==> config.mk <==
export PLATFORM = sky130hd
export DESIGN_NAME = pc_fetch_unit
export DESIGN_NICKNAME = d
export VERILOG_FILES = /design/src/rtl/pc_fetch_unit_pkg.sv /design/src/rtl/pc_fetch_unit_pc_next_calc.sv /design/src/rtl/pc_fetch_unit.sv
export SDC_FILE = /design/constraint.sdc
export NUM_CORES = 1
export LEC_CHECK = 0
export CAP_MARGIN = 20
export CORE_MARGIN = 5
export CORE_UTILIZATION = 50
export DETAILED_ROUTE_END_ITERATION = 10
export PLACE_DENSITY = 0.8
export SLEW_MARGIN = 20
export SYNTH_ARGS = -nofsm -noshare
export SYNTH_HDL_FRONTEND = slang
export SYNTH_SLANG_ARGS = --single-unit
==> constraint.sdc <==
create_clock -name clk -period 4.4 [get_ports clk]
set_input_delay 0.44 -clock clk [delete_from_list [all_inputs] [get_ports clk]]
set_output_delay 0.44 -clock clk [all_outputs]
set_load 0.03 [all_outputs]
==> src/rtl/pc_fetch_unit_pkg.sv <==
// Shared definitions for the PC / fetch-sequencing stage: FSM encoding,
// reset vector default, PC step and control-field widths.
package pc_fetch_unit_pkg;

    typedef enum logic [1:0] {
        ST_IDLE   = 2'd0,
        ST_FETCH  = 2'd1,
        ST_BUBBLE = 2'd2
    } fetch_state_e;

    localparam logic [31:0] RESET_VECTOR_DEFAULT = 32'h0000_0000;
    localparam logic [31:0] PC_STEP              = 32'd4;
    localparam int          JUMP_TARGET_W        = 26;
    localparam int          BRANCH_OFFSET_W      = 32;

    // J-type target: keep the region bits of pc4, splice in the word index.
    function automatic logic [31:0] jump_addr(input logic [31:0]              pc4,
                                              input logic [JUMP_TARGET_W-1:0] tgt);
        return {pc4[31:28], tgt, 2'b00};
    endfunction

    // Branch target: word offset scaled to bytes, modulo 2^32.
    function automatic logic [31:0] branch_addr(input logic [31:0]                pc4,
                                                input logic [BRANCH_OFFSET_W-1:0] off);
        return pc4 + {off[29:0], 2'b00};
    endfunction

endpackage

==> src/rtl/pc_fetch_unit_pc_next_calc.sv <==
// Combinational next-PC resolution. Selects jump > taken branch > sequential
// and flags a redirect when a qualified jump or taken branch is present.
module pc_next_calc
    import pc_fetch_unit_pkg::*;
(
    input  logic [31:0]                pc_i,
    input  logic [31:0]                instr_pc_i,
    input  logic                       resolve_valid_i,
    input  logic                       branch_eq_i,
    input  logic                       branch_ne_i,
    input  logic                       alu_zero_i,
    input  logic [BRANCH_OFFSET_W-1:0] branch_offset_i,
    input  logic                       jump_i,
    input  logic [JUMP_TARGET_W-1:0]   jump_target_i,
    output logic [31:0]                next_pc_o,
    output logic                       redirect_o
);

    logic [31:0] pc4;
    logic        taken;
    logic        do_jump;
    logic        do_branch;

    assign pc4       = instr_pc_i + PC_STEP;
    assign taken     = (branch_eq_i & alu_zero_i) | (branch_ne_i & ~alu_zero_i);
    assign do_jump   = resolve_valid_i & jump_i;
    assign do_branch = resolve_valid_i & taken;

    // Priority select of the following PC; redirect covers both non-sequential cases.
    always_comb begin
        next_pc_o  = pc_i + PC_STEP;
        redirect_o = 1'b0;
        if (do_jump) begin
            next_pc_o  = jump_addr(pc4, jump_target_i);
            redirect_o = 1'b1;
        end else if (do_branch) begin
            next_pc_o  = branch_addr(pc4, branch_offset_i);
            redirect_o = 1'b1;
        end
    end

endmodule

==> src/rtl/pc_fetch_unit.sv <==
// Program counter and fetch sequencer feeding instruction memory.
// FSM IDLE -> FETCH <-> BUBBLE; one squash bubble follows every redirect.
// Optional accepted-fetch counter enabled by defining FETCH_PERF_COUNT_EN;
// otherwise fetch_count is tied to zero.
//
// Handshake: a fetch transfers on a rising edge where fetch_valid and
// fetch_ready are both high. While fetch_valid is high and not yet accepted,
// fetch_addr is held stable. fetch_valid is dropped in a redirect cycle so the
// wrong-path address can never be accepted.
module pc_fetch_unit
    import pc_fetch_unit_pkg::*;
#(
    parameter logic [31:0] RESET_VECTOR = RESET_VECTOR_DEFAULT,
    parameter int          ADDR_W       = 32
) (
    input  logic                       clk,
    input  logic                       reset,
    output logic [ADDR_W-1:0]          fetch_addr,
    output logic                       fetch_valid,
    input  logic                       fetch_ready,
    output logic [ADDR_W-1:0]          instr_pc,
    input  logic                       resolve_valid,
    input  logic                       branch_eq,
    input  logic                       branch_ne,
    input  logic                       alu_zero,
    input  logic [BRANCH_OFFSET_W-1:0] branch_offset,
    input  logic                       jump,
    input  logic [JUMP_TARGET_W-1:0]   jump_target,
    output logic [31:0]                fetch_count
);

    fetch_state_e      state_q, state_d;
    logic [ADDR_W-1:0] pc_q, pc_d;
    logic [ADDR_W-1:0] instr_pc_q, instr_pc_d;
    logic [ADDR_W-1:0] next_pc;
    logic              redirect;
    logic              accept;

    pc_next_calc u_next (
        .pc_i            (pc_q),
        .instr_pc_i      (instr_pc_q),
        .resolve_valid_i (resolve_valid),
        .branch_eq_i     (branch_eq),
        .branch_ne_i     (branch_ne),
        .alu_zero_i      (alu_zero),
        .branch_offset_i (branch_offset),
        .jump_i          (jump),
        .jump_target_i   (jump_target),
        .next_pc_o       (next_pc),
        .redirect_o      (redirect)
    );

    // Next-state, PC update and handshake decode.
    always_comb begin
        state_d     = state_q;
        pc_d        = pc_q;
        instr_pc_d  = instr_pc_q;
        fetch_valid = 1'b0;
        accept      = 1'b0;
        case (state_q)
            ST_IDLE: begin
                state_d = ST_FETCH;
            end
            ST_FETCH: begin
                if (redirect) begin
                    pc_d    = next_pc;
                    state_d = ST_BUBBLE;
                end else begin
                    fetch_valid = 1'b1;
                    if (fetch_ready) begin
                        accept     = 1'b1;
                        instr_pc_d = pc_q;
                        pc_d       = next_pc;
                    end
                end
            end
            ST_BUBBLE: begin
                state_d = ST_FETCH;
            end
            default: begin
                state_d = ST_IDLE;
            end
        endcase
    end

    // State, PC and decode-PC registers; reset wins over any pending redirect.
    always_ff @(posedge clk) begin
        if (reset) begin
            state_q    <= ST_IDLE;
            pc_q       <= RESET_VECTOR;
            instr_pc_q <= '0;
        end else begin
            state_q    <= state_d;
            pc_q       <= pc_d;
            instr_pc_q <= instr_pc_d;
        end
    end

    assign fetch_addr = pc_q;
    assign instr_pc   = instr_pc_q;

`ifdef FETCH_PERF_COUNT_EN
    logic [31:0] fetch_count_q, fetch_count_d;

    // Accepted-fetch counter, wraps naturally at 2^32.
    always_comb begin
        fetch_count_d = fetch_count_q;
        if (accept) begin
            fetch_count_d = fetch_count_q + 32'd1;
        end
    end

    // Counter register.
    always_ff @(posedge clk) begin
        if (reset) begin
            fetch_count_q <= '0;
        end else begin
            fetch_count_q <= fetch_count_d;
        end
    end

    assign fetch_count = fetch_count_q;
`else
    logic unused_accept;
    assign unused_accept = accept;
    assign fetch_count   = 32'h0;
`endif

endmodule
# Word-level counts from Yosys, hierarchy flattened
# Index checks and enable logic that the tools add are counted.
# totals
register_bits	66
inputBits	66
out_inout_bits	97
elab_cells	31
# classes
add_sub_neg	3
eq_ne	3
n_mux	10
n_bitwise	7
reduce_logical	5
# op_table
operator	n
$mux W32	4
$add A32 B3 Y32 const B	2
$add A32 B32 Y32	1
$and A1 B1 Y1	4
$mux W1	4
$pmux W2 S2	1
$reduce_and A3 Y1	1
$eq A2 B1 Y1 const B	1
$eq A2 B2 Y1 const B	1
$logic_not A2 Y1	1
$mux W2	1
$ne A2 B2 Y1 const B	1
$not A1 Y1	2
$reduce_and A2 Y1	1
$reduce_bool A2 Y1	1
$reduce_or A2 Y1	1
$or A1 B1 Y1	1

# Logic depth before layout (Yosys ltp)
# Gate-level depths: netlist (run 1).
# logic_depth
ltp_word	8
depth_mapped	15
ltp_nobuf	13

# Cells and area by module
# Synthesis (run 1) repeated with hierarchy kept, for this count alone.
# hier_totals
hier_cells	846
hier_area_um2	6180.9
# modules_own_cells
module	n_inst	cells_per_inst	area_per_inst_um2	seq_area_each_um2
pc_next_calc	1	524	3304.4	0.0
pc_fetch_unit	1	322	2876.5	1321.3

# Worst setup path before layout (run 1)
# OpenSTA, ideal clock, no wires.
# synth_timing
path_type	register -> register
start	register instr_pc_q[4] (netlist: instr_pc[4])
end	register pc_q[29] (netlist: fetch_addr[29])
setup_ns	0.129
t_arrival_ns	3.256
setup_slack_ns	1.015
stages_incl_launch_ff	15
n_path_buf	1
period_less_slack_ns	3.385
cell_sequence	dfxtp_1 > and4_1 > buf_4 > nand4_1 > nor3_1 > nand3_1 > xnor2_1 > ha_1 > and3_1 > nand3_1 > o221ai_1 > or3_1 > o21ai_0 > mux2i_1 > o22ai_1
# synth_between
elab_chain_len	6
# synth_lines
element	line	source
start, declared	pc_fetch_unit.sv:34	logic [ADDR_W-1:0] instr_pc_q, instr_pc_d;
start signal, assigned	pc_fetch_unit.sv:95	instr_pc_q <= instr_pc_d;
$add A32 B3 Y32 (*)	pc_fetch_unit_pc_next_calc.sv:24	assign pc4 = instr_pc_i + PC_STEP;
$add A32 B32 Y32	pc_fetch_unit_pkg.sv:25	return pc4 + {off[29:0], 2'b00};
$mux W32	pc_fetch_unit_pc_next_calc.sv:36	end else if (do_branch) begin
$mux W32 (*)	pc_fetch_unit_pc_next_calc.sv:33	if (do_jump) begin
$mux W32	pc_fetch_unit.sv:70	if (fetch_ready) begin
$mux W32 (*)	pc_fetch_unit.sv:65	if (redirect) begin
end signal, assigned	pc_fetch_unit.sv:94	pc_q <= pc_d;
end, declared	pc_fetch_unit.sv:33	logic [ADDR_W-1:0] pc_q, pc_d;
# Every way passes the cells marked *; elsewhere a longest branch is shown, timed or not. The select of a mux whose other input is x is not followed.
# A chain may end at the register's enable or synchronous reset.

# Worst setup path after layout (run 1)
# layout_timing
start	register instr_pc_q[4] (netlist: instr_pc[4])
end	register pc_q[31] (netlist: fetch_addr[31])
# The elaborated chain is that of the path after synthesis.

==> metrics.yaml, run 1 <==
vias_per_cell: 6.119
overall_via_count_from_detail_route: 6719
worstPathArrival_ns: 4.22
numPortBuffers: 128
nFillCells: 1102
grt_first_pass_wirelength_microns: 32510
path_clk_slew_ns: 0.05
layout-drive-gt1-share_pct: 4.101
cts_made_buffers: 9
synth-edff-count: 0
min_path_type: "reg -> reg"
first_global_vias: 6291
finClkSkew_ns: 0.008546
largest_net_degree_at_the_start_of_global_routing: 41
period_share_pct: 90.47
hold_start: "state_q[0]$_SDFFE_PP0N_"
routed_wirelength_microns: 20800
tritoncts: "done"
synth.area.top_cells: "sky130_fd_sc_hd__dfxtp_1, sky130_fd_sc_hd__nand2_1, sky130_fd_sc_hd__a21oi_1, sky130_fd_sc_hd__ha_1, sky130_fd_sc_hd__xnor2_1"
worst_pin_slew_ns: 0.9227
synth_cells: 842
boundaryPins: 163
yosysTopAreaCell: "sky130_fd_sc_hd__dfxtp_1"
num_antenna_cells: 0
drcViolationCount: 0
max-vdd-ir-drop_v: 0.0001834
setup.worst_path.start: "instr_pc[4]$_SDFFE_PP0P_"
core_sq_um: 11960
leakagePower_nw: 2.855
yosys_warnings: 0
die_height_microns: 120.3
design.die.area_sq_um: 14480
cts_setup_buffers: 0
track_usage_pct: 27.82
ys_types: 67
cts_root_buffer: "sky130_fd_sc_hd__clkbuf_16"
report.final.slew_viol_count: 0
drt_first_pass_iters: 5
report.final.hold_viol_count: 0
worst_skew_pair.late_latency_ns: 0.35
design_area_sq_um: 7649
cts-root-to-sink-buffers: 2
setup_viol: 0
end_kind: "register"
cts_hold_fix_bufs: 0
synth.ff_latch_count: 66
place_congestion: 0.9590
unrepaired_setup_endpoints_after_global_routing: "no"
timing_worst_setup_path_type: "reg -> reg"
wl_per_cell_microns: 18.95
maxSlewHeadroom_pct: 38.34
reg2reg_slack_ns: 0.42
critical_path_required_ns: 4.63
yosysSeqAreaShare_pct: 21.71
setup-tns-final_ns: 0
yosys.cell_count.top_type: "sky130_fd_sc_hd__nand2_1"
dp.final_hpwl_microns: 15530
die_width_microns: 120.3
cts-htree-levels: 3
clock_sinks: 66
fraction_of_synthesized_cell_area_taken_by_the_top_area_cell_type_pct: 21.71
outcome: "complete, no violations"
num_rows: 40
fmaxAchievable_mhz: 251.2
synth.cell_area_sq_um: 6086
grt_overflow_total: 0
timing.max_cap.violations: 0
post_layout_min_period_ns: 3.981
cts_resized: 0
growth_of_design_area_from_synthesis_to_finish_pct: 25.68
start_util_pct: 50.88
synth_area_per_cell_sq_um: 7.228
postSynth.asyncResetShare_pct: 0
powerDensity_nw_per_um2: 248.1
dpl-instance-area_sq_um: 7355
drtAntennaViolNets: 0
critical_path.max_fanout: 8
number_of_antenna_violations_at_the_first_check_in_global_routing: 0
drtIter0Drc: 620
ys.flop_type: "sky130_fd_sc_hd__dfxtp_1"
post_synth_most_frequent_cells: "sky130_fd_sc_hd__nand2_1, sky130_fd_sc_hd__a21oi_1, sky130_fd_sc_hd__dfxtp_1"
crit_path_start_kind: "register"
reg2reg_from: "instr_pc[4]$_SDFFE_PP0P_"
nets: 1051
[metrics by stage]
step / util [%] / power (mW) / setup slack (ns) / std cells / hold WS [ns]
2_1_floorplan: - / 0.9884 / 1.015 / 873 / 0.4232
3_3_place_gp: 61.49 / 1.152 / 0.5550 / 1084 / 0.4392
3_5_place_dp: 61.49 / 1.156 / 0.5104 / 1084 / 0.4449
4_1_cts: 63.94 / 1.888 / 0.4843 / 1098 / 0.4519
5_1_grt: 63.94 / 1.962 / 0.1016 / 1098 / 0.4851
6_report: 63.94 / 1.898 / 0.4195 / 1098 / 0.4498
[final cells by class]
| type | instances | area [sq um] | share of cell area, % |
|---|---|---|---|
| Clock buffer | 12 | 256.5 | 3.354 |
| Clock inverter | 2 | 37.54 | 0.4908 |
| Inverter | 10 | 37.54 | 0.4908 |
| Multi-Input combinational cell | 720 | 4438 | 58.02 |
| Sequential cell | 66 | 1321 | 17.27 |
| Tap cell | 147 | 183.9 | 2.405 |
| Timing Repair Buffer | 141 | 1374 | 17.96 |
[metal layers]
layer / vias to the layer above / track usage [%] / part of all wire (%)
met2: 318 / 45.03 / 46
met1: 3131 / 37.52 / 43
met4: 0 / 11.54 / 3.0
met5: - / 0 / 0
li1: 3228 / - / -
met3: 42 / 3.461 / 7.6
[state kept, by name, summed over array words and instances, names as in the netlist]
register    count
state_q         2
fetch_addr     32
instr_pc       32
[layout by cell type, fill, tap and decap left out, types with 10 or more instances in the layout]
cell type                         instances
sky130_fd_sc_hd__a211oi_1                22
sky130_fd_sc_hd__a21o_1                  11
sky130_fd_sc_hd__a21oi_1                 91
sky130_fd_sc_hd__and3_1                  20
sky130_fd_sc_hd__buf_4                   13
sky130_fd_sc_hd__clkdlybuf4s50_1        127
sky130_fd_sc_hd__conb_1                  32
sky130_fd_sc_hd__dfxtp_1                 66
sky130_fd_sc_hd__ha_1                    36
sky130_fd_sc_hd__inv_1                   10
sky130_fd_sc_hd__nand2_1                132
sky130_fd_sc_hd__nand3_1                 49
sky130_fd_sc_hd__nand4_1                 23
sky130_fd_sc_hd__nor2_1                  51
sky130_fd_sc_hd__nor3_1                  17
sky130_fd_sc_hd__o211ai_1                21
sky130_fd_sc_hd__o21ai_0                 27
sky130_fd_sc_hd__xnor2_1                 36
sky130_fd_sc_hd__xor2_1                  25
[where the power goes]
group          switching [mW]  internal (mW)  leakage (nW)
registers              0.0519          0.623         0.536
logic                   0.289          0.189          2.18
clock network           0.281          0.464         0.141
[critical path: stages (launching register included)]
cell and delay [ns]:
sky130_fd_sc_hd__dfxtp_1 0.43, sky130_fd_sc_hd__and4_1 0.40, sky130_fd_sc_hd__nand4_1 0.46, sky130_fd_sc_hd__nor3_1 0.47, sky130_fd_sc_hd__buf_4 0.20, sky130_fd_sc_hd__nand2_1 0.06
sky130_fd_sc_hd__xnor2_1 0.13, sky130_fd_sc_hd__ha_1 0.41, sky130_fd_sc_hd__and4_1 0.28, sky130_fd_sc_hd__nand3_1 0.10, sky130_fd_sc_hd__or2_2 0.28, sky130_fd_sc_hd__o211ai_1 0.33
sky130_fd_sc_hd__a41oi_1 0.16, sky130_fd_sc_hd__nor2b_1 0.16
[cell families after synthesis]
kind of cell / count (synthesis) / synth area share [%]
adders and majority gates: 37 / 7.730
DFF: 66 / 21.71
and+or+nand+nor: 351 / 28.62
muxes: 7 / 1.172
AOI/OAI and AO/OA: 232 / 24.42
other: 1 / 0.06162
xor gates and xnor gates: 61 / 8.779
buffers and inverters: 87 / 7.504
[path summary, 6_finish.rpt]
| path | to | depth (start not counted) |
|---|---|---|
| worst max-delay path | fetch_addr[31]$_SDFFE_PP0P_ | 13 |
| worst min-delay path | state_q[0]$_SDFFE_PP0N_ | 1 |
| worst max register to register | fetch_addr[31]$_SDFFE_PP0P_ | 13 |
| worst min register to register | state_q[0]$_SDFFE_PP0N_ | 1 |
Note: power is estimated with default switching activity, not from simulation.
==> run 2, diff against run 1 <==
--- a/config.mk
+++ b/config.mk
@@ -5,7 +5,6 @@
 export SDC_FILE = /design/constraint.sdc
 export NUM_CORES = 1
 export LEC_CHECK = 0
-export CAP_MARGIN = 20
 export CORE_MARGIN = 5
 export CORE_UTILIZATION = 50
 export DETAILED_ROUTE_END_ITERATION = 10
==> results of run 2 <==
Same layout as run 1: the final DEF is identical, and so are final timing and power.
